`config.mk`:
```
export PLATFORM = sky130hd
export DESIGN_NAME = muldiv_unit
export DESIGN_NICKNAME = d
export VERILOG_FILES = /design/src/rtl/global_types.sv /design/src/rtl/muldiv_unit.sv
export SDC_FILE = /design/constraint.sdc
export NUM_CORES = 1
export LEC_CHECK = 0
export BUFFER_PORTS_ARGS = -buffer_cell sky130_fd_sc_hd__buf_4
export CORE_MARGIN = 10
export CORE_UTILIZATION = 66
export DETAILED_ROUTE_END_ITERATION = 10
export PLACE_DENSITY = 0.88
export REMOVE_ABC_BUFFERS = 1
export SYNTH_ARGS = -nofsm -noshare
export SYNTH_HDL_FRONTEND = slang
export SYNTH_SLANG_ARGS = --single-unit
export TNS_END_PERCENT = 1
```
`constraint.sdc`:
```
create_clock -name clock -period 12.6 [get_ports clock]
set_input_delay 1.26 -clock clock [delete_from_list [all_inputs] [get_ports clock]]
set_output_delay 1.26 -clock clock [all_outputs]
set_load 0.01 [all_outputs]
```
`src/rtl/global_types.sv`:
```
// global_types: shared enums and op-decode/negate helpers for the HI/LO multiply/divide path
package global_types;
  typedef enum logic [2:0] {MD_MULT, MD_MULTU, MD_DIV, MD_DIVU, MD_MTHI, MD_MTLO} muldiv_op_t;
  typedef enum logic [1:0] {IDLE, CALC, FIX} muldiv_state_t;
  localparam int MD_MAX_W = 64;
  function automatic logic is_signed_op(input muldiv_op_t op);
    return op == MD_MULT || op == MD_DIV;
  endfunction
  function automatic logic is_div_op(input muldiv_op_t op);
    return op == MD_DIV || op == MD_DIVU;
  endfunction
  function automatic logic [2*MD_MAX_W-1:0] cond_neg(input logic [2*MD_MAX_W-1:0] v, input logic n);
    return n ? -v : v;
  endfunction
endpackage

```
`src/rtl/muldiv_unit.sv`:
```
// muldiv_unit: one-bit-per-cycle signed/unsigned multiply/divide engine owning HI/LO
module muldiv_unit
  import global_types::*;
#(
  parameter int WIDTH = 32
) (
  input  logic             clock,
  input  logic             reset,
  input  logic             start,
  input  logic [2:0]       op,
  input  logic [WIDTH-1:0] a,
  input  logic [WIDTH-1:0] b,
  input  logic             abort,
  output logic             busy,
  output logic             done,
  output logic             div_by_zero,
  output logic [WIDTH-1:0] hi,
  output logic [WIDTH-1:0] lo
);
  localparam int CW = $clog2(WIDTH + 1);
  localparam int FW = 2 * MD_MAX_W;
  muldiv_op_t      op_e;
  muldiv_state_t   state;
  logic [CW-1:0]   cnt;
  logic            is_div, sgn_q, sgn_r, b_zero, sgn_in;
  logic [WIDTH-1:0] divisor, orig_a;
  logic [2*WIDTH-1:0] acc, mult_next;
  logic [WIDTH:0]  rem, rem_next, sum, shl;
  logic [WIDTH+1:0] diff;
  logic [WIDTH-1:0] quo_next;
  logic [FW-1:0]   na, nb, np, nq, nr;
  logic            unused_ok;
  assign op_e   = muldiv_op_t'(op);
  assign sgn_in = is_signed_op(op_e);
  assign na = cond_neg(FW'(a), sgn_in & a[WIDTH-1]);
  assign nb = cond_neg(FW'(b), sgn_in & b[WIDTH-1]);
  assign np = cond_neg(FW'(acc), sgn_q);
  assign nq = cond_neg(FW'(acc[WIDTH-1:0]), sgn_q);
  assign nr = cond_neg(FW'(rem[WIDTH-1:0]), sgn_r);
  assign unused_ok = ^{na, nb, np, nq, nr, rem[WIDTH]};
  // Multiply: low half of acc holds the multiplier, shifted out as the product shifts in
  assign sum       = {1'b0, acc[2*WIDTH-1:WIDTH]} + (acc[0] ? {1'b0, divisor} : '0);
  assign mult_next = {sum, acc[WIDTH-1:1]};
  // Restoring divide: low half of acc holds the dividend, replaced by quotient bits
  assign shl      = {rem[WIDTH-1:0], acc[WIDTH-1]};
  assign diff     = {1'b0, shl} - {2'b0, divisor};
  assign rem_next = diff[WIDTH+1] ? shl : diff[WIDTH:0];
  assign quo_next = {acc[WIDTH-2:0], ~diff[WIDTH+1]};
  always_ff @(posedge clock or posedge reset) begin
    if (reset) begin
      state       <= IDLE;
      cnt         <= '0;
      busy        <= 1'b0;
      done        <= 1'b0;
      div_by_zero <= 1'b0;
      hi          <= '0;
      lo          <= '0;
      acc         <= '0;
      rem         <= '0;
      divisor     <= '0;
      orig_a      <= '0;
      is_div      <= 1'b0;
      sgn_q       <= 1'b0;
      sgn_r       <= 1'b0;
      b_zero      <= 1'b0;
    end else begin
      done        <= 1'b0;
      div_by_zero <= 1'b0;
      if (abort && state != IDLE) begin
        state <= IDLE;
        busy  <= 1'b0;
      end else begin
        case (state)
          IDLE: if (start && !abort) begin
            if (op_e == MD_MTHI) hi <= a;
            else if (op_e == MD_MTLO) lo <= a;
            else if (op_e inside {MD_MULT, MD_MULTU, MD_DIV, MD_DIVU}) begin
              is_div  <= is_div_op(op_e);
              sgn_q   <= sgn_in & (a[WIDTH-1] ^ b[WIDTH-1]);
              sgn_r   <= sgn_in & a[WIDTH-1];
              b_zero  <= b == '0;
              orig_a  <= a;
              divisor <= nb[WIDTH-1:0];
              acc     <= {{WIDTH{1'b0}}, na[WIDTH-1:0]};
              rem     <= '0;
              cnt     <= '0;
              busy    <= 1'b1;
              state   <= CALC;
            end
          end
          CALC: begin
            acc   <= is_div ? {acc[2*WIDTH-1:WIDTH], quo_next} : mult_next;
            rem   <= is_div ? rem_next : rem;
            cnt   <= cnt + 1'b1;
            state <= (cnt == CW'(WIDTH - 1)) ? FIX : CALC;
          end
          FIX: begin
            hi          <= !is_div ? np[2*WIDTH-1:WIDTH] : b_zero ? orig_a : nr[WIDTH-1:0];
            lo          <= !is_div ? np[WIDTH-1:0] : b_zero ? '1 : nq[WIDTH-1:0];
            done        <= 1'b1;
            div_by_zero <= is_div & b_zero;
            busy        <= 1'b0;
            state       <= IDLE;
          end
          default: state <= IDLE;
        endcase
      end
    end
  end
endmodule

```
==> results.py <==
metrics = {
    "cts": {
        "cts_buffers": 29,
        "cts_hold_buffers": 0,
        "clock_sinks": 239,
        "cts_tree": "yes",
        "path_clk_slew_ps": 60,
        "post_cts_resized": 0,
        "cts_root_buf": "clkbuf_16",
        "cts.path.max_buffers": 3,
        "cts_setup_buffers": 0,
        "clock_latency_ps": 580,
        "cts_max_level": 1,
    },
    "logic_synthesis": {
        "synthCells": 2169,
        "synth_area_leaders": "dfrtp_1 (34%), nand2_1 (8.4%), o21ai_0 (7.7%), xor2_1 (5.1%), ha_1 (4.9%)",
        "synth_enable_flop_cells": 0,
        "synth_compound_area_share_pct": 22.1,
        "synth_top_family_by_area": "compound AO/OA/AOI/OAI gates",
        "syn_area_per_cell_um2": 8.05,
        "yosysWarnings": 0,
        "synthDominantCellAreaShare_pct": 34.3,
        "synth_mux_area_share_pct": 3.10,
        "synth-simple-area-share_pct": 21.3,
        "synth_top_cell_by_area": "dfrtp_1",
        "syn_area_um2": 17500,
        "async_reset_ff_share_pct": 100,
        "ys_seq_area_share_pct": 34.3,
        "synth-xor-area-share_pct": 9.78,
        "synth_fa_ha_area_share_pct": 5.17,
        "synthFlopType": "dfrtp_1",
        "ys_ff_latch": 239,
        "ys_types": 83,
    },
    "min_path": {
        "hold_path_startpoint": "divisor[19]",
        "min_to": "divisor[19]",
        "hold_depth": 2,
        "hold_path.class": "reg2reg",
    },
    "floorplan": {
        "top_level_ports": 138,
        "die_h_um": 183,
        "die_w_um": 183,
        "num_rows": 59,
        "core_um2": 26100,
        "initial_core_util_pct": 67.0,
        "die_area_um2": 33400,
    },
    "sta": {
        "max_freq_mhz": 211,
        "tightest_slew_ps": 1230,
        "finalSetupTns_ps": 0,
        "slew-limit-headroom_pct": 18.0,
        "finalSetupViolCount": 0,
        "finalCriticalPeriod_ps": 4750,
        "fin_skew_ps": 23.6,
        "hold_violations": 0,
        "min_period_over_period_pct": 37.7,
        "drv_slew": 0,
        "timing.hold.ws_ps": 477,
        "rsz0062_at_grt": "false",
    },
    "final_layout": {
        "layout_commonest_cell": "nand2_1",
        "post_layout_nonfiller_instances": 2583,
        "layout_common_cells": "nand2_1 (389), o21ai_0 (267), dfrtp_1 (237), buf_4 (157), nor2_1 (127)",
        "antenna_cells": 0,
        "drive_gt1_share_pct": 10.9,
        "area_growth_pct": 11.9,
        "finalNetCount": 2370,
    },
    "setup_path": {
        "crit_start": "acc[0]",
        "r2r_start": "acc[0]",
        "r2r_setup_slack_ps": 7850,
        "critPathKind": "reg2reg",
        "cp-end-kind": "flop",
        "worstReg2RegEnd": "acc[62]",
        "reg2reg_depth": 12,
        "crit_arrival_ps": 5200,
        "critPathRequiredTime_ps": 13050,
        "start_kind": "flop",
        "cp_max_fo": 32,
    },
    "detailed_routing": {
        "drt_first_pass_iters": 7,
        "avgRoutedWirePerCell_um": 21.2,
        "drt-total-wl_um": 54900,
        "drc": 0,
        "met1_length_um": 21800,
        "vias_per_cell": 6.66,
        "first_iter_violations": 2262,
        "top_layer": "met4",
        "met3_wirelength_um": 5650,
        "num_vias": 17208,
        "postRouteAntennaNets": 0,
        "met2_length_um": 24900,
    },
    "global_route": {
        "grt_pass1_vias": 16518,
        "overflow": 0,
        "grtUsageTotal_pct": 32.0,
        "grt_pass1_wl_um": 88700,
        "antenna_found_initial": 0,
        "grt_max_degree": 111,
    },
    "outcome": {
        "status": "complete, no violations",
    },
    "placement": {
        "port_buffers": 137,
        "place_congestion": 0.956,
        "dp_hpwl_um": 39300,
        "place_inst": 2532,
    },
    "pwr": {
        "power_mw": 2.81,
        "power_leakage_nw": 8.82,
        "power.density_nw_per_um2": 144,
        "max-vdd-ir-drop_v": 0.000143,
    },
    "run": {
        "drv_cap": 0,
    },
}
-- final cells by class --
cell class	count	area (µm²)
multi-input combinational	1737	10800
fill	1959	6530
sequential	239	5980
timing repair buffer	157	1180
clock buffer	48	887
tap	335	419
inverter	64	248
clock inverter	3	43.8
-- per-stage QoR --
step | cell area, µm² | util, % | setup slack [ps]
global placement | 18600 | 71.4 | 8150
CTS | 19500 | 75.0 | 7920
detailed placement | 18600 | 71.4 | 7940
global route | 19500 | 75.0 | 7570
finish | 19500 | 75.0 | 7850
floorplan | 17000 | - | 4780
-- worst max-delay path, stage by stage (launching register included) --
cell and delay [ps]:
dfrtp_1 460, inv_1 730, nor2_1 130, ha_1 370, and3_1 240, a221o_1 390
a2111oi_0 700, nor3_1 240, a2bb2oi_1 320, o21ai_0 260, a221oi_1 410, nor3_1 80
a311oi_1 300
-- power by group --
group | leakage [nW] | internal, mW | switching [mW]
logic | 5.30 | 0.379 | 0.521
clock network | 0.456 | 0.494 | 0.341
registers | 3.06 | 0.905 | 0.170
-- how the worst max path moves through the flow --
stage                     slack [ps]  cells past startpoint      end
after floorplan                 4780                      1   acc[0]
after global placement          8150                     12  acc[62]
after detailed placement        7940                     12  acc[62]
after CTS                       7920                     12  acc[62]
after global routing            7570                     12  acc[62]
final                           7850                     12  acc[62]
-- kinds of logic after synthesis --
| group | after synthesis |
|---|---|
| mux | 54 |
| xor+xnor | 195 |
| simple gates | 798 |
| flops | 239 |
| compound gates | 619 |
| fa+ha+maj | 71 |
| buf+inv | 193 |
-- registers in the layout, summed over array words and instances, names as in the netlist --
name         cells
sgn_r            1
sgn_q            1
is_div           1
b_zero           1
divisor         32
done             1
busy             1
div_by_zero      1
acc             64
hi              32
state            2
cnt              6
orig_a          32
rem             32
lo              32
-- cells in the mapped netlist (all sizes together), types with 27 or more instances --
master / number
clkbuf: 113
dfrtp: 239
inv: 63
nor3: 47
a21o: 27
nor2: 128
nand2: 392
a21oi: 97
o22ai: 28
o21ai: 275
or3: 32
ha: 69
mux2i: 53
xnor2: 94
nand3: 47
o31ai: 46
xor2: 101
-- per-layer routing --
metal | track usage [%] | up-vias
met5 | 0 | -
met4 | 14.7 | 0
met3 | 5.32 | 194
met2 | 50.9 | 1052
met1 | 41.8 | 8118
li1 | - | 7844
(Power assumes the default switching activity.)
